## src/rtl/cmos_pixel_pack_if.sv

```systemverilog
`default_nettype none
// ============================================================================
// Module      : cmos_pixel_pack_if
// Description : Packed-word write bus between the pixel packer (master) and
//               the downstream frame buffer writer (slave).
// Revision    : 1.0 - initial release
// ============================================================================
interface cmos_pixel_pack_if;
    logic        wr_en;
    logic [31:0] wr_data;
    logic        wr_sof;
    logic        wr_eol;

    modport master (
        output wr_en,
        output wr_data,
        output wr_sof,
        output wr_eol
    );

    modport slave (
        input  wr_en,
        input  wr_data,
        input  wr_sof,
        input  wr_eol
    );
endinterface
`default_nettype wire

```

## src/rtl/cmos_pixel_pack.sv

```systemverilog
`default_nettype none
// ============================================================================
// Module      : cmos_pixel_pack
// Description : Packs 8-bit CMOS capture bytes into 32-bit words (first byte
//               in [7:0]), flags start of frame / end of line, counts lines
//               and pulses frame_done when the frame closes.
//               Optional macro PACK_CHECK_EN builds the sticky line-length
//               and line-count checks; without it line_err/frame_err are 0.
// Revision    : 1.0 - initial release
// ============================================================================
module cmos_pixel_pack #(
    parameter int IMG_HDISP = 1280,
    parameter int IMG_VDISP = 720
) (
    input  wire logic         cmos_pclk,
    input  wire logic         rst_n,
    input  wire logic         cmos_frame_vsync,
    input  wire logic         cmos_frame_href,
    input  wire logic [7:0]   cmos_frame_data,
    cmos_pixel_pack_if.master wr_bus,
    output logic              frame_done,
    output logic [11:0]       line_cnt,
    output logic              line_err,
    output logic              frame_err
);

    localparam logic [1:0] c_WAIT_FRAME = 2'd0;
    localparam logic [1:0] c_ACTIVE     = 2'd1;
    localparam logic [1:0] c_FLUSH      = 2'd2;

    logic [1:0]  r_state;
    logic        r_vsync_d;
    logic        r_href_d;
    logic [11:0] r_byte_cnt;
    logic [23:0] r_lanes;
    logic        r_wr_en;
    logic [31:0] r_wr_data;
    logic        r_wr_sof;
    logic        r_eol_flush;
    logic        r_sof_pending;
    logic        r_end_frame;
    logic        r_frame_done;
    logic [11:0] r_line_cnt;

    logic        w_href_q;
    logic        w_vsync_rise;
    logic        w_vsync_fall;
    logic        w_line_end;
    logic        w_partial;
    logic        w_frame_end;
    logic [11:0] w_line_cnt_inc;
    logic [11:0] w_byte_cnt_inc;

    // href only counts while vsync is high
    assign w_href_q       = cmos_frame_href & cmos_frame_vsync;
    assign w_vsync_rise   = ~r_vsync_d & cmos_frame_vsync;
    assign w_vsync_fall   = r_vsync_d & ~cmos_frame_vsync;
    // A vsync fall during href also drops w_href_q, so it is seen as a line end
    assign w_line_end     = (r_state == c_ACTIVE) & r_href_d & ~w_href_q;
    assign w_partial      = (r_byte_cnt[1:0] != 2'd0);
    assign w_frame_end    = ((r_state == c_ACTIVE) & w_vsync_fall & ~(w_line_end & w_partial))
                          | ((r_state == c_FLUSH) & (r_end_frame | w_vsync_fall));
    assign w_line_cnt_inc = (r_line_cnt == 12'hFFF) ? r_line_cnt : r_line_cnt + 12'd1;
    assign w_byte_cnt_inc = (r_byte_cnt == 12'hFFF) ? r_byte_cnt : r_byte_cnt + 12'd1;

    // Capture FSM: byte packing, line/frame framing and registered outputs
    always_ff @(posedge cmos_pclk or negedge rst_n) begin
        if (!rst_n) begin
            r_state       <= c_WAIT_FRAME;
            // Held high so a vsync already high at release is not a rising edge
            r_vsync_d     <= 1'b1;
            r_href_d      <= 1'b0;
            r_byte_cnt    <= 12'd0;
            r_lanes       <= 24'd0;
            r_wr_en       <= 1'b0;
            r_wr_data     <= 32'd0;
            r_wr_sof      <= 1'b0;
            r_eol_flush   <= 1'b0;
            r_sof_pending <= 1'b0;
            r_end_frame   <= 1'b0;
            r_frame_done  <= 1'b0;
            r_line_cnt    <= 12'd0;
        end else begin
            r_vsync_d    <= cmos_frame_vsync;
            r_href_d     <= (r_state != c_WAIT_FRAME) & w_href_q;
            r_wr_en      <= 1'b0;
            r_wr_sof     <= 1'b0;
            r_eol_flush  <= 1'b0;
            r_frame_done <= w_frame_end;

            case (r_state)
                c_WAIT_FRAME: begin
                    if (w_vsync_rise) begin
                        r_state       <= c_ACTIVE;
                        r_line_cnt    <= 12'd0;
                        r_byte_cnt    <= 12'd0;
                        r_sof_pending <= 1'b1;
                        r_end_frame   <= 1'b0;
                    end
                end
                c_ACTIVE: begin
                    if (w_line_end) begin
                        r_line_cnt <= w_line_cnt_inc;
                        r_byte_cnt <= 12'd0;
                        if (w_partial) begin
                            // Unused lanes were zeroed when lane 0 was written
                            r_wr_en       <= 1'b1;
                            r_wr_data     <= {8'h00, r_lanes};
                            r_wr_sof      <= r_sof_pending;
                            r_sof_pending <= 1'b0;
                            r_eol_flush   <= 1'b1;
                            r_end_frame   <= w_vsync_fall;
                            r_state       <= c_FLUSH;
                        end else if (w_vsync_fall) begin
                            r_state <= c_WAIT_FRAME;
                        end
                    end else if (w_vsync_fall) begin
                        r_state <= c_WAIT_FRAME;
                    end
                end
                c_FLUSH: begin
                    r_state <= w_frame_end ? c_WAIT_FRAME : c_ACTIVE;
                end
                default: begin
                    r_state <= c_WAIT_FRAME;
                end
            endcase

            // Byte packing runs in ACTIVE and FLUSH (a new line may start right away)
            if ((r_state != c_WAIT_FRAME) && w_href_q) begin
                r_byte_cnt <= w_byte_cnt_inc;
                case (r_byte_cnt[1:0])
                    2'd0:    r_lanes        <= {16'h0000, cmos_frame_data};
                    2'd1:    r_lanes[15:8]  <= cmos_frame_data;
                    2'd2:    r_lanes[23:16] <= cmos_frame_data;
                    default: begin
                        r_wr_en       <= 1'b1;
                        r_wr_data     <= {cmos_frame_data, r_lanes};
                        r_wr_sof      <= r_sof_pending;
                        r_sof_pending <= 1'b0;
                    end
                endcase
            end
        end
    end

    assign wr_bus.wr_en   = r_wr_en;
    assign wr_bus.wr_data = r_wr_data;
    assign wr_bus.wr_sof  = r_wr_sof;
    // A full word issued on the last byte learns it ends the line only in the
    // following cycle, when href has dropped; flagged combinationally then.
    assign wr_bus.wr_eol  = r_eol_flush
                          | (r_wr_en & (r_state == c_ACTIVE) & r_href_d & ~w_href_q);
    assign frame_done     = r_frame_done;
    assign line_cnt       = r_line_cnt;

`ifdef PACK_CHECK_EN
    localparam logic [11:0] c_HDISP = 12'(IMG_HDISP);
    localparam logic [11:0] c_VDISP = 12'(IMG_VDISP);

    logic [11:0] w_lines_final;
    logic        r_line_err;
    logic        r_frame_err;

    // Line count including a line that ends on the same edge as the frame
    assign w_lines_final = w_line_end ? w_line_cnt_inc : r_line_cnt;

    // Sticky geometry checks, cleared only by reset
    always_ff @(posedge cmos_pclk or negedge rst_n) begin
        if (!rst_n) begin
            r_line_err  <= 1'b0;
            r_frame_err <= 1'b0;
        end else begin
            if (w_line_end && (r_byte_cnt != c_HDISP)) begin
                r_line_err <= 1'b1;
            end
            if (w_frame_end && (w_lines_final != c_VDISP)) begin
                r_frame_err <= 1'b1;
            end
        end
    end

    assign line_err  = r_line_err;
    assign frame_err = r_frame_err;
`else
    assign line_err  = 1'b0;
    assign frame_err = 1'b0;
`endif

endmodule
`default_nettype wire

```

## src/flat_wrapper.sv

```systemverilog
// flat-port wrapper written by rule: the top's interface ports become plain ports
module cmos_pixel_pack_flat 
#(
    parameter int IMG_HDISP = 1280,
    parameter int IMG_VDISP = 720
)
  (cmos_pclk, rst_n, cmos_frame_vsync, cmos_frame_href, cmos_frame_data, frame_done, line_cnt, line_err, frame_err, wr_bus_wr_en, wr_bus_wr_data, wr_bus_wr_sof, wr_bus_wr_eol);
  cmos_pixel_pack_if wr_bus_i ();
  input  wire logic cmos_pclk;
  input  wire logic rst_n;
  input  wire logic cmos_frame_vsync;
  input  wire logic cmos_frame_href;
  input  wire logic [7:0] cmos_frame_data;
  output logic frame_done;
  output logic [11:0] line_cnt;
  output logic line_err;
  output logic frame_err;
  output wire logic [$bits(wr_bus_i.wr_en)-1:0] wr_bus_wr_en;
  output wire logic [$bits(wr_bus_i.wr_data)-1:0] wr_bus_wr_data;
  output wire logic [$bits(wr_bus_i.wr_sof)-1:0] wr_bus_wr_sof;
  output wire logic [$bits(wr_bus_i.wr_eol)-1:0] wr_bus_wr_eol;
  assign wr_bus_wr_en = wr_bus_i.wr_en;
  assign wr_bus_wr_data = wr_bus_i.wr_data;
  assign wr_bus_wr_sof = wr_bus_i.wr_sof;
  assign wr_bus_wr_eol = wr_bus_i.wr_eol;
  cmos_pixel_pack #(.IMG_HDISP(IMG_HDISP), .IMG_VDISP(IMG_VDISP)) u_core (.cmos_pclk(cmos_pclk), .rst_n(rst_n), .cmos_frame_vsync(cmos_frame_vsync), .cmos_frame_href(cmos_frame_href), .cmos_frame_data(cmos_frame_data), .wr_bus(wr_bus_i), .frame_done(frame_done), .line_cnt(line_cnt), .line_err(line_err), .frame_err(frame_err));
endmodule
```

## config.mk

```make
export PLATFORM = sky130hd
export DESIGN_NAME = cmos_pixel_pack_flat
export DESIGN_NICKNAME = d
export VERILOG_FILES = /design/src/rtl/cmos_pixel_pack_if.sv /design/src/rtl/cmos_pixel_pack.sv /design/src/flat_wrapper.sv
export SDC_FILE = /design/constraint.sdc
export NUM_CORES = 1
export LEC_CHECK = 0
export CAP_MARGIN = 20
export CORE_MARGIN = 3
export CORE_UTILIZATION = 40
export CTS_BUF_LIST = sky130_fd_sc_hd__clkbuf_4
export DETAILED_ROUTE_END_ITERATION = 8
export PLACE_DENSITY = 0.73
export SYNTH_ARGS = -nofsm -noshare
export SYNTH_HDL_FRONTEND = slang
export SYNTH_SLANG_ARGS = --single-unit
```

## constraint.sdc

```tcl
create_clock -name cmos_pclk -period 2.57 [get_ports cmos_pclk]
set_input_delay 0.3855 -clock cmos_pclk [delete_from_list [all_inputs] [get_ports cmos_pclk]]
set_output_delay 0.3855 -clock cmos_pclk [all_outputs]
set_load 0.1 [all_outputs]
```

==> run summary <==
post-synthesis area per instance: 11.9 um^2
ys flop type: dfrtp_1
Req. time, crit path: 2.18 ns
Setup Skew: 0.0189 ns
Remaining Overflow, GRT: 0
Synth cell types: 55
NumNets Final: 415
worst hold slack: 0.461 ns
Yosys Warn Count: 0
Final Cell Area: 4730 um^2
Async SR Flop Fraction: 100%
unrepaired setup endpoints after global routing: no
CP arrival: 1.95 ns
crit path max fanout: 9
Worst-path clk slew: 0.15 ns
Commonest cells post-synth: 89 x dfrtp_1, 34 x mux2_2, 28 x nand2_1
synth top area cells: dfrtp_1 57%, mux2_2 9.8%, a22o_1 3.8%
gp weighted congestion: 0.864
Hold Path Class: primary input to flop
total track usage: 15.6%
CP peak stage delay: 0.56 ns
Synth area leader: dfrtp_1
Die Wd: 105 um
port bufs: 59
clk sink count: 90
count leader, synth: dfrtp_1
Pre-antenna DRT Iters: 4
number of antenna cells inserted: 0
postcts setup bufs: 0
worst skew pair latency: 0.45 ns
fin util: 50.5%
mean number of vias per cell: 5.27
CTS buffer count: 9
Area Growth Syn to Fin: 21.3%
endpoints failing setup: 0
Placed Area: 4560 um^2
DR WL/cell: 15.5 um
setup tns final: 0 ns
PD cells: 843 nW/um^2
CTS tree: built
fraction of layout cells with a size suffix above 1: 29.4%
post-synth top area share: 57.1%
leak pwr: 0.00233 uW
Rows: 35
actual transition at the worst max-transition pin: 0.703 ns
Seq cells post-synth: 90
slowest CP cell: dfrtp_1
initial antenna violation count: 0
Period minus WS final: 2.34 ns
Die Ht: 105 um
Final Slew Violations: 0
first-pass GRT wire length: 14.0 mm
detailed placement HPWL: 5.77 mm
Core ar.: 9370 um^2
f_max: 428 MHz
Seq/Total Area, Yosys: 57.8%
Mapped Cells: 328
Clock Path Buffers: 2
Final Hold Fails: 0
IO Count: 62
Post-synth EDFFs: 0
critical path capture point type: output port
Routed WL: 8.22 mm
filler cell count: 864
critical path cell sequence: nor2b_1, a41o_1, buf_12
max-cap viol count: 0
via count: 2800
initial drt markers: 138
ANT nets after route: 0
H-tree depth: 3
fin crit share: 90.9%
Root Buffer: clkbuf_4
vias in the first global route: 2854
Peak VDD IR: 0.549 mV
slew margin rel.: 53.1%
Synth Cell Area: 3900 um^2
DIE AREA: 11000 um^2
drt drc: 0
outcome: finished, final reports clean
Critical Path Start Type: flop
CP bufs+invs: 1
CP top delay family: flip-flops
largest net degree at the start of global routing: 56
critical path class: flop to output port
Initial Utilization: 41.6%
flip-flops by register name, summed over array words and instances (netlist names):
| name | count |
|---|---|
| u_core.wr_bus.wr_en | 1 |
| u_core.r_state | 2 |
| u_core.r_end_frame | 1 |
| u_core.frame_done | 1 |
| u_core.wr_bus.wr_sof | 1 |
| u_core.r_lanes | 24 |
| u_core.r_sof_pending | 1 |
| u_core.r_href_d | 1 |
| u_core.line_cnt | 12 |
| u_core.r_eol_flush | 1 |
| u_core.r_byte_cnt | 12 |
| u_core.wr_bus.wr_data | 32 |
| u_core.r_vsync_d | 1 |
final timing paths:
check,start,end,slack (ns),cells after the start
max,u_core.r_state[0],wr_bus_wr_eol,0.23,3
min reg2reg,u_core.r_end_frame,u_core.frame_done,0.50,2
max in group asynchronous,rst_n,u_core.r_lanes[18],1.42,3
max reg2reg,u_core.r_state[1],u_core.line_cnt[0],0.43,4
min in group asynchronous,rst_n,u_core.r_lanes[5],0.51,2
min,cmos_frame_vsync,u_core.r_vsync_d,0.46,1
timing repair:
item / 4_1_cts / 5_1_grt
hold buffers: 1 / 0
gates resized for setup: 0 / 0
hold endpoints to repair: 36 / 0
report_power, final:
group / internal, uW / total, uW / switching (uW)
combinational: 353 / 1350 / 1000
clock: 325 / 859 / 534
sequential: 1630 / 1770 / 147
total: 2310 / 3990 / 1680
area by class of cell:
| type | instances | area (um^2) | area share (%) |
|---|---|---|---|
| Tap cell | 129 | 161 | 3.41 |
| Sequential cell | 90 | 2250 | 47.6 |
| Clock buffer | 9 | 67.6 | 1.43 |
| Multi-Input combinational cell | 218 | 1540 | 32.6 |
| Inverter | 8 | 30.0 | 0.635 |
| Clock inverter | 7 | 95.1 | 2.01 |
| Timing Repair Buffer | 70 | 578 | 12.2 |
layout by cell type, fill, tap and decap left out, types with 3 or more instances in the layout:
cell,synthesis,final
a31oi_1,3,3
o21ai_0,10,10
o31ai_1,3,3
inv_1,7,7
nor2_1,22,22
nor3_1,3,3
a21oi_1,5,5
xor2_1,4,4
clkbuf_4,0,9
a22o_1,17,17
o21ai_1,3,3
ha_1,6,6
nand3_1,17,17
and3_1,3,3
nor2b_1,4,4
nor4_1,3,3
and2_1,4,4
buf_4,4,57
dfrtp_1,89,89
or3_1,3,3
nand4_1,6,6
nand2_1,28,28
xnor2_1,4,4
mux2_2,34,34
clkdlybuf4s50_1,0,10
layer usage:
| layer | global-route usage [%] | wire length (um) | vias to the layer above |
|---|---|---|---|
| met1 | 22.0 | 3870 | 1374 |
| met4 | 6.47 | 182 | 0 |
| met2 | 24.1 | 3820 | 77 |
| met3 | 2.59 | 355 | 15 |
| li1 | - | - | 1334 |
| met5 | 0 | 0 | - |
logic make-up after synthesis:
| group | Yosys count | share of synthesized area, % |
|---|---|---|
| AO/OA/AOI/OAI | 62 | 11.8 |
| XOR/XNOR | 8 | 1.80 |
| adder cells (fa/ha/maj) | 6 | 1.93 |
| buffers and inverters | 21 | 2.70 |
| flip-flops | 90 | 57.8 |
| multiplexers | 35 | 10.1 |
| other | 1 | 0.0962 |
| AND/OR/NAND/NOR | 105 | 13.8 |
through the flow:
step	worst slack [ns]	total power (uW)	cells
global route	0.0966	4170	531
finish	0.235	3990	531
floorplan	0.148	2820	329
detailed placement	0.160	3160	514
CTS	0.193	4030	531
global placement	0.231	3130	514
Power figures use the tool's default switching activity.
